[src/rtl/seqdet_prog.sv]
`default_nettype none
// ============================================================================
// Module   : seqdet_prog
// Brief    : Run-time programmable serial sequence detector with a per-bit
//            don't-care mask and selectable overlapping detection. Optional
//            saturating match counter built when SEQDET_COUNT_EN is defined.
// Revision : 1.0 - initial release
// ============================================================================
module seqdet_prog #(
    parameter int unsigned    W       = 8,
    parameter logic [W-1:0]   PATTERN = 8'h58,
    parameter int unsigned    CNT_W   = 8
) (
    input  logic                      clk,
    input  logic                      rst,
    input  logic                      en,
    input  logic                      in,
    input  logic                      load,
    input  logic [W-1:0]              pat_in,
    input  logic [W-1:0]              mask_in,
    input  logic                      overlap,
    output logic                      out,
    output logic [$clog2(W+1)-1:0]    fill,
    output logic [CNT_W-1:0]          count
);

    localparam int unsigned   FW     = $clog2(W + 1);
    localparam logic [FW-1:0] C_FULL = FW'(W);

    typedef enum logic [0:0] {
        ST_FILLING = 1'b0,
        ST_ARMED   = 1'b1
    } state_t;

    logic [W-1:0]  r_sh;
    logic [W-1:0]  r_pat;
    logic [W-1:0]  r_mask;
    logic [FW-1:0] r_fill;
    logic          r_out;

    logic [W-1:0]  w_sh_n;
    logic [W-1:0]  w_pat_n;
    logic [W-1:0]  w_mask_n;
    logic [FW-1:0] w_fill_n;
    logic          w_out_n;

    state_t        w_state;
    logic [W-1:0]  w_sh_shift;
    logic [FW-1:0] w_fill_inc;
    logic          w_match;

    // The fill level is the state register; ARMED simply means a full window.
    assign w_state    = (r_fill == C_FULL) ? ST_ARMED : ST_FILLING;
    assign w_sh_shift = {r_sh[W-2:0], in};
    assign w_fill_inc = (w_state == ST_ARMED) ? C_FULL : r_fill + FW'(1);
    assign w_match    = (w_fill_inc == C_FULL) &&
                        (((w_sh_shift ^ r_pat) & r_mask) == '0);

    always_comb begin
        w_sh_n   = r_sh;
        w_pat_n  = r_pat;
        w_mask_n = r_mask;
        w_fill_n = r_fill;
        w_out_n  = 1'b0;
        if (load) begin
            w_pat_n  = pat_in;
            w_mask_n = mask_in;
            w_fill_n = '0;
        end else if (en) begin
            w_sh_n  = w_sh_shift;
            w_out_n = w_match;
            // Non-overlapping mode invalidates the window after every hit.
            w_fill_n = (w_match && !overlap) ? '0 : w_fill_inc;
        end
    end

    always_ff @(posedge clk) begin
        if (rst) begin
            r_sh   <= '0;
            r_pat  <= PATTERN;
            r_mask <= '1;
            r_fill <= '0;
            r_out  <= 1'b0;
        end else begin
            r_sh   <= w_sh_n;
            r_pat  <= w_pat_n;
            r_mask <= w_mask_n;
            r_fill <= w_fill_n;
            r_out  <= w_out_n;
        end
    end

`ifdef SEQDET_COUNT_EN
    logic [CNT_W-1:0] r_count;
    logic [CNT_W-1:0] w_count_n;

    always_comb begin
        w_count_n = r_count;
        if (load) begin
            w_count_n = '0;
        end else if (en && w_match && (r_count != '1)) begin
            w_count_n = r_count + CNT_W'(1);
        end
    end

    always_ff @(posedge clk) begin
        if (rst) begin
            r_count <= '0;
        end else begin
            r_count <= w_count_n;
        end
    end

    assign count = r_count;
`else
    assign count = '0;
`endif

    assign out  = r_out;
    assign fill = r_fill;

endmodule
`default_nettype wire

[config.mk]
export PLATFORM = sky130hd
export DESIGN_NAME = seqdet_prog
export DESIGN_NICKNAME = d
export VERILOG_FILES = /design/src/rtl/seqdet_prog.sv
export SDC_FILE = /design/constraint.sdc
export NUM_CORES = 1
export LEC_CHECK = 0
export CORE_AREA = 5 5 62 64
export CTS_BUF_LIST = sky130_fd_sc_hd__clkbuf_8 sky130_fd_sc_hd__clkbuf_16
export CTS_CLUSTER_SIZE = 30
export DETAILED_ROUTE_END_ITERATION = 6
export DIE_AREA = 0 0 67 69
export PLACE_DENSITY = 0.71
export SLEW_MARGIN = 40
export SYNTH_ARGS = -nofsm -noshare
export SYNTH_HDL_FRONTEND = slang
export SYNTH_SLANG_ARGS = --single-unit
[constraint.sdc]
create_clock -name clk -period 1.4 [get_ports clk]
set_clock_uncertainty 0.05 [all_clocks]
set_input_delay 0.14 -clock clk [delete_from_list [all_inputs] [get_ports clk]]
set_output_delay 0.14 -clock clk [all_outputs]
set_load 0.01 [all_outputs]
* Word level (Yosys, flattened, before mapping) *
Index checks and enable logic that the tools add are counted.

cells by class
  reduce and logical (&&, ||, !) cells = 7
  multiplexer cells = 3
  $add $sub $neg = 1
  bitwise gates (word level) = 4
  equality and inequality tests = 2

operators by type and width
  operator                                     count
  AND 8 bit                                    1
  equality test 4 bit, second input constant   2
  zero test 8 bit                              1
  two-way mux 4 bit                            2
  bitwise XOR 8 bit                            1
  adder 4 x 1 -> 4 bit, second input constant  1
  OR reduction 3 bit                           1
  logical AND 1 bit                            2
  NOT 1 bit                                    2
  AND reduction 2 bit                          1
  OR reduction 2 bit                           1
  zero test 1 bit                              1
  two-way mux 1 bit                            1

word-level totals
  output and inout port bits = 13
  word-level logic and storage cells = 22
  register bits = 28
  bits of input ports = 22

* Depth between registers and ports, before layout *
Gate-level depths: netlist of run 1.

  depth after elaboration = 7
  gate-level depth with buffers = 6
  mapped depth without buffers = 6

* Least setup slack after synthesis of run 1 *
OpenSTA, ideal clock, no wires.

  kind = reg2reg
  from = reg r_fill[0] (netlist: fill[0])
  to = reg r_fill[3] (netlist: fill[3])
  data arrival time = 1.426 ns
  stages on the path, launching flop included = 6
  setup time = 0.120 ns
  setup slack = -0.196 ns
  cells stage by stage = dfxtp_1 -> inv_1 -> ha_1 -> a211oi_1 -> nand4_1 -> o31a_1

between the ends
  cells in the longest elaborated chain, start to end = 7

ends and longest elaborated chain
  element                                                       line  source
  start: declaration                                            38    logic [FW-1:0] r_fill;
  start signal: assignment                                      88    r_fill <= w_fill_n;
  branches (longest 2 deep; another with adder 4 x 1 -> 4 bit)  -
  two-way mux 4 bit (*)                                         55    assign w_fill_inc = (w_state == ST_ARMED) ? C_FULL : r_fill + FW'(1);
  equality test 4 bit                                           56    assign w_match = (w_fill_inc == C_FULL) &&
  logical AND 1 bit                                             56
  logical AND 1 bit                                             73    w_fill_n = (w_match && !overlap) ? '0 : w_fill_inc;
  two-way mux 4 bit (*)                                         73

Every way passes the cells marked *.
A chain may end at the register's enable or synchronous reset.

* Final worst setup path of run 1 *
  from = reg r_fill[1] (netlist: fill[1])
  to = reg r_out (netlist: out)

between the ends
  cells in the longest elaborated chain, start to end = 5

ends and longest elaborated chain
  element                                                       line  source
  branches (longest 2 deep; another with adder 4 x 1 -> 4 bit)  -
  two-way mux 4 bit (*)                                         55
  equality test 4 bit (*)                                       56
  logical AND 1 bit (*)                                         56
  end signal: assignment                                        89    r_out <= w_out_n;
  end: declaration                                              39    logic r_out;

Marked as above.

==> results of run 1 <==
-- what timing repair did --
| item | 4_1_cts | 5_1_grt |
|---|---|---|
| pin swaps | 0 | 0 |
| hold endpoints to repair | 0 | 0 |
| setup endpoints to repair | 5 | 5 |
| gates resized for setup | 8 | 5 |
| setup buffers | 1 | 1 |
-- worst max-delay path, cell delays in order, from the launching register on --
cell and delay (ns):
dfxtp_4 0.37, inv_2 0.06, ha_4 0.12, and3b_2 0.21, o2bb2ai_2 0.07, or4_4 0.41, nor3_2 0.12
-- final timing paths --
kind | startpoint | to | cells past startpoint | slack [ns]
max | fill[1]$_SDFFE_PP0P_ | out$_SDFF_PP0_ | 6 | -0.09
min | pat_in[3] | r_pat[3]$_SDFFE_PP1P_ | 2 | 0.40
max reg2reg | fill[1]$_SDFFE_PP0P_ | out$_SDFF_PP0_ | 6 | -0.09
min reg2reg | r_sh[6]$_SDFFE_PP0P_ | r_sh[6]$_SDFFE_PP0P_ | 2 | 0.42
-- power breakdown --
| group | internal (mW) | switching [mW] | total (mW) | leakage (nW) |
|---|---|---|---|---|
| registers | 0.827 | 0.0223 | 0.849 | 0.233 |
| clock network | 0.251 | 0.236 | 0.487 | 0.0288 |
| logic | 0.133 | 0.0979 | 0.231 | 0.501 |
| total | 1.21 | 0.356 | 1.57 | 0.763 |
-- stage by stage --
stage	power [mW]	setup TNS (ns)	setup slack, ns	hold WS (ns)
floorplan	1.001	-0.002853	-0.002853	0.2079
global placement	1.092	-0.4122	-0.2767	0.4066
detailed placement	1.099	-0.6567	-0.3026	0.4157
CTS	1.586	-0.1825	-0.1098	0.3980
global route	1.656	-0.2921	-0.1641	0.3961
finish	1.567	-0.1566	-0.09444	0.4012
-- placed cells by master, fill, tap and decap left out, drive strengths merged, types with 3 or more instances in the layout --
cell,n
inv,3
a21oi,9
nand2,17
a211o,11
xor2,10
nor2b,12
nor2,6
conb,8
clkbuf,4
dfxtp,28
buf,15
nor3,6
clkdlybuf4s50,22
mux2i,6
-- sequential cells by signal, summed over array words and instances, names as in the netlist --
| name | count |
|---|---|
| r_mask | 8 |
| r_pat | 8 |
| fill | 4 |
| out | 1 |
| r_sh | 7 |
-- logic make-up (layout without fill, tap and decap cells) --
family / count (synthesis) / after routing / share of synthesized area, %
flops: 28 / 28 / 43.58
fa+ha+maj: 2 / 2 / 1.945
simple gates: 50 / 50 / 20.04
mux: 6 / 6 / 4.669
compound gates: 26 / 26 / 14.79
xor+xnor: 10 / 10 / 6.809
other cells: 1 / 8 / 0.2915
buf+inv: 18 / 48 / 7.879
-- routing by layer --
layer / wire, um / GRT usage [%]
met1: 1172 / 15.22
met5: 0 / 0
met3: 140 / 2.273
met4: 27 / 4.054
met2: 1294 / 21.51
-- final cells by class --
cell class              instances  area [um2]
flip-flops and latches         28       575.6
multi-input cells             102       686.9
inverters                       3       11.26
clock buffers                   4       55.05
repair buffers                 41       375.4
well taps                      46       57.56
fillers                       317        1470
==> impl_metrics.toml, run 1 <==
[status]
status = "complete, but fails checks"
violations = "negative setup slack"

[logic_synthesis]
synth.largest_area_cell = "dfxtp_1"
yosys.area.top_type_share_pct = 43.58
syn_avg_cell_area_um2 = 9.122
yosys_warnings = 0
synth_cell_types = 30
synth_edf_count = 0
ys.flop_type = "dfxtp_1"
synth_area_leaders = "dfxtp_1 44%, a211o_1 7.5%, xor2_1 6.8%, nor2b_1 5.8%, nand2_1 5.0%"
yosys-top-cells-count = "28 x dfxtp_1, 17 x nand2_1, 12 x nor2b_1"
postSynth.asyncResetShare_pct = 0
yosysSeqAreaShare_pct = 43.58
ys_ff_latch = 28
syn_inst = 141
synthesis.area_mm2 = 0.001286
yosysMostFrequentCell = "dfxtp_1"

[floorplanning]
coreArea_mm2 = 0.003232
num_rows = 21
die_y_um = 69
dieArea_mm2 = 0.004623
fp.dieW_um = 67
start_util_pct = 39.80
io_pins = 35

[placed_design]
placed_cells = 218
placed_area_mm2 = 0.001665
place_congestion = 0.7490
io_buffers = 26
dp_hpwl_um = 2049

[worst_setup_path]
crit_required_ns = 1.55
crit_fanout = 5
cp-end-kind = "register"
crit_type = "register to register"
crit_arrival_ns = 1.64
startpoint_type = "register"

[timing]
period_needed_ns = 1.494
hold_violations = 0
finalCritPeriodShare_pct = 106.7
fmax_mhz = 669.1
final-max-slew-violation-count = 0
setup_viol = 2
layout_setup_ws_ns = -0.09444
rsz0062_at_grt = "yes"

[route]
post-route-drc-count = 0
drt-initial-drc-count = 31
viasPerCell = 4.603
drtPass1Iterations = 4
vias = 1031
ant_nets = 0
wl_per_cell_um = 11.77
wirelength_um = 2636

[power]
power.leakage_nw = 0.7629
pwr_density_cell_mw_per_mm2 = 889.6
ir_drop_mv = 0.6222

[final_layout]
layout.nets = 203
drive_gt1_share_pct = 19.66
final_util_pct = 54.51
area_growth_pct = 36.96
design_area_mm2 = 0.001762
instances_no_fill = 224
n_antenna_cell = 0

[global_route]
grt_max_degree = 28
grt_overflow_total = 0
antenna_found_initial = 0
grt_pass1_vias = 1120
grt_pass1_wl_um = 4671
grt_usage_pct = 12.47

[clock_network]
cts-root-buf = "clkbuf_8"
cts_buffer_depth = 2
clock_latency_ns = 0.27
cts_buffers = 3
h-tree-depth = 1
cts_tree = "done"
clkTransAtPathRegs_ns = 0.09
clkSinkCount = 28
hold_buffers = 0

[run]
cap_violations = 0

[hold_path]
hp-class = "input pin to register"
(Power assumes the default switching activity.)
==> run 2, diff against run 1 <==
==> config.mk (replaced) <==
export PLATFORM = sky130hd
export DESIGN_NAME = seqdet_prog
export DESIGN_NICKNAME = d
export VERILOG_FILES = /design/src/rtl/seqdet_prog.sv
export SDC_FILE = /design/constraint.sdc
export NUM_CORES = 1
export LEC_CHECK = 0
export CORE_AREA = 5 5 59 61
export CTS_BUF_LIST = sky130_fd_sc_hd__clkbuf_8 sky130_fd_sc_hd__clkbuf_16
export CTS_CLUSTER_SIZE = 30
export DETAILED_ROUTE_END_ITERATION = 6
export DIE_AREA = 0 0 64 66
export PLACE_DENSITY = 0.75
export SKIP_CTS_REPAIR_TIMING = 1
export SLEW_MARGIN = 40
export SYNTH_ARGS = -nofsm -noshare
export SYNTH_HDL_FRONTEND = slang
export SYNTH_SLANG_ARGS = --single-unit
export TNS_END_PERCENT = 10
==> constraint.sdc (replaced) <==
create_clock -name clk -period 1.65 [get_ports clk]
set_clock_uncertainty 0.05 [all_clocks]
set_input_delay 0.165 -clock clk [delete_from_list [all_inputs] [get_ports clk]]
set_output_delay 0.165 -clock clk [all_outputs]
set_load 0.01 [all_outputs]
==> impl_metrics.toml, run 2 (synthesized netlist as in run 1, its figures left out) <==
[worst_setup_path]
rr_endpoint = "out$_SDFF_PP0_"
crit_arrival_ns = 1.74
startpoint_type = "register"
crit_required_ns = 1.81
crit_type = "register to register"
crit_fanout = 6
max_stage_delay_ns = 0.49
cp-end-kind = "register"
r2r_cells = 6
worstSetupStartpoint = "fill[1]$_SDFFE_PP0P_"
reg2reg_from = "fill[1]$_SDFFE_PP0P_"
r2r_slack_ns = 0.07
worst_path_max_delay_cell = "or4_1"
crit_chain = "inv_1 -> ha_1 -> and3b_1 -> o2bb2ai_1 -> or4_1 -> nor3_2"

[timing]
finalCritPeriodShare_pct = 95.88
period_needed_ns = 1.582
final-max-slew-violation-count = 0
fmax_mhz = 632.1
rsz0062_at_grt = "yes"
setup_viol = 0
hold_violations = 0

[floorplanning]
start_util_pct = 43.93
die_y_um = 66
coreArea_mm2 = 0.002928
num_rows = 20
dieArea_mm2 = 0.004224
io_pins = 35
fp.dieW_um = 64

[clock_network]
clkTransAtPathRegs_ns = 0.09
cts_buffer_depth = 2
cts_tree = "done"
cts-root-buf = "clkbuf_8"
cts_buffers = 3
h-tree-depth = 1
clkSinkCount = 28
clock_latency_ns = 0.28

[route]
post-route-drc-count = 0
viasPerCell = 4.990
wirelength_um = 2607
drtPass1Iterations = 4
wl_per_cell_um = 12.59
drt-initial-drc-count = 35
ant_nets = 0
vias = 1033

[run]
cap_violations = 0

[hold_path]
whs_endpoint = "r_pat[4]$_SDFFE_PP1P_"
min_from = "pat_in[4]"
hp-class = "input pin to register"
whs_path_depth = 2

[global_route]
grt_max_degree = 28
grt_usage_pct = 12.96
grt_overflow_total = 0
antenna_found_initial = 0
grt_pass1_wl_um = 4347
grt_pass1_vias = 1085

[final_layout]
area_growth_pct = 31.03
design_area_mm2 = 0.001685
final_cell_mix = "26 x dfxtp_1, 26 x clkdlybuf4s50_1, 17 x nand2_1"
n_fill_cell = 268
drive_gt1_share_pct = 10.92
layout.nets = 199
n_antenna_cell = 0
top_regs = "r_mask x8, r_pat x8, r_sh x7"

[placed_design]
io_buffers = 26
dp_hpwl_um = 2027
place_congestion = 0.7778
placed_area_mm2 = 0.001607

[status]
status = "finished, final reports clean"

[power]
power.leakage_nw = 0.6966
pwr_density_cell_mw_per_mm2 = 861.7
fin_total_pwr_mw = 1.452
ir_drop_mv = 0.6962
[run 2: worst max-delay path by stage]
stage	endpoint	slack, ns
after floorplan	fill[3]$_SDFFE_PP0P_	0.05
after global placement	fill[3]$_SDFFE_PP0P_	0.01
after detailed placement	fill[3]$_SDFFE_PP0P_	-0.004
after CTS	fill[3]$_SDFFE_PP0P_	-0.03
after global routing	out$_SDFF_PP0_	-0.01
final	out$_SDFF_PP0_	0.07
[run 2: power breakdown]
| part | internal [mW] | switching (mW) | leakage, nW |
|---|---|---|---|
| clock network | 0.325 | 0.210 | 0.0357 |
| logic | 0.112 | 0.0812 | 0.430 |
| registers | 0.705 | 0.0186 | 0.231 |
| total | 1.14 | 0.310 | 0.697 |
[run 2: area by class of cell]
type                            instances  area (um2)  area share [%]
Sequential cell                        28       563.0           33.41
Tap cell                               33       41.29           2.450
Clock buffer                            3       41.29           2.450
Multi-Input combinational cell        102       655.6           38.90
Timing Repair Buffer                   37       342.8           20.34
Clock inverter                          1       30.03           1.782
Inverter                                3       11.26          0.6682
[run 2: worst max-delay path, delay by kind of cell (launching register included)]
| kind | cells | cell delay [ns] |
|---|---|---|
| buffers and inverters | 1 | 0.06 |
| AND/OR/NAND/NOR | 3 | 0.79 |
| flip-flops | 1 | 0.36 |
| adder cells (fa/ha/maj) | 1 | 0.16 |
| AO/OA/AOI/OAI | 1 | 0.10 |
[run 2: layer usage]
metal	wire length, um	GRT usage, %
met4	57	7.013
met2	1269	22.74
met3	166	2.381
met1	1114	14.67
met5	0	0
[run 2: metrics by stage]
| step | util, % | setup WS [ns] | hold WS, ns | cells | TNS, ns |
|---|---|---|---|---|---|
| after floorplan | - | 0.05398 | 0.2329 | 148 | 0 |
| after global placement | 54.87 | 0.009943 | 0.4049 | 203 | 0 |
| after detailed placement | 54.87 | -0.003715 | 0.4143 | 203 | -0.003715 |
| after CTS | 57.31 | -0.02910 | 0.4224 | 207 | -0.03027 |
| after global routing | 57.56 | -0.01342 | 0.4275 | 207 | -0.01342 |
| final | 57.56 | 0.06801 | 0.4241 | 207 | 0 |
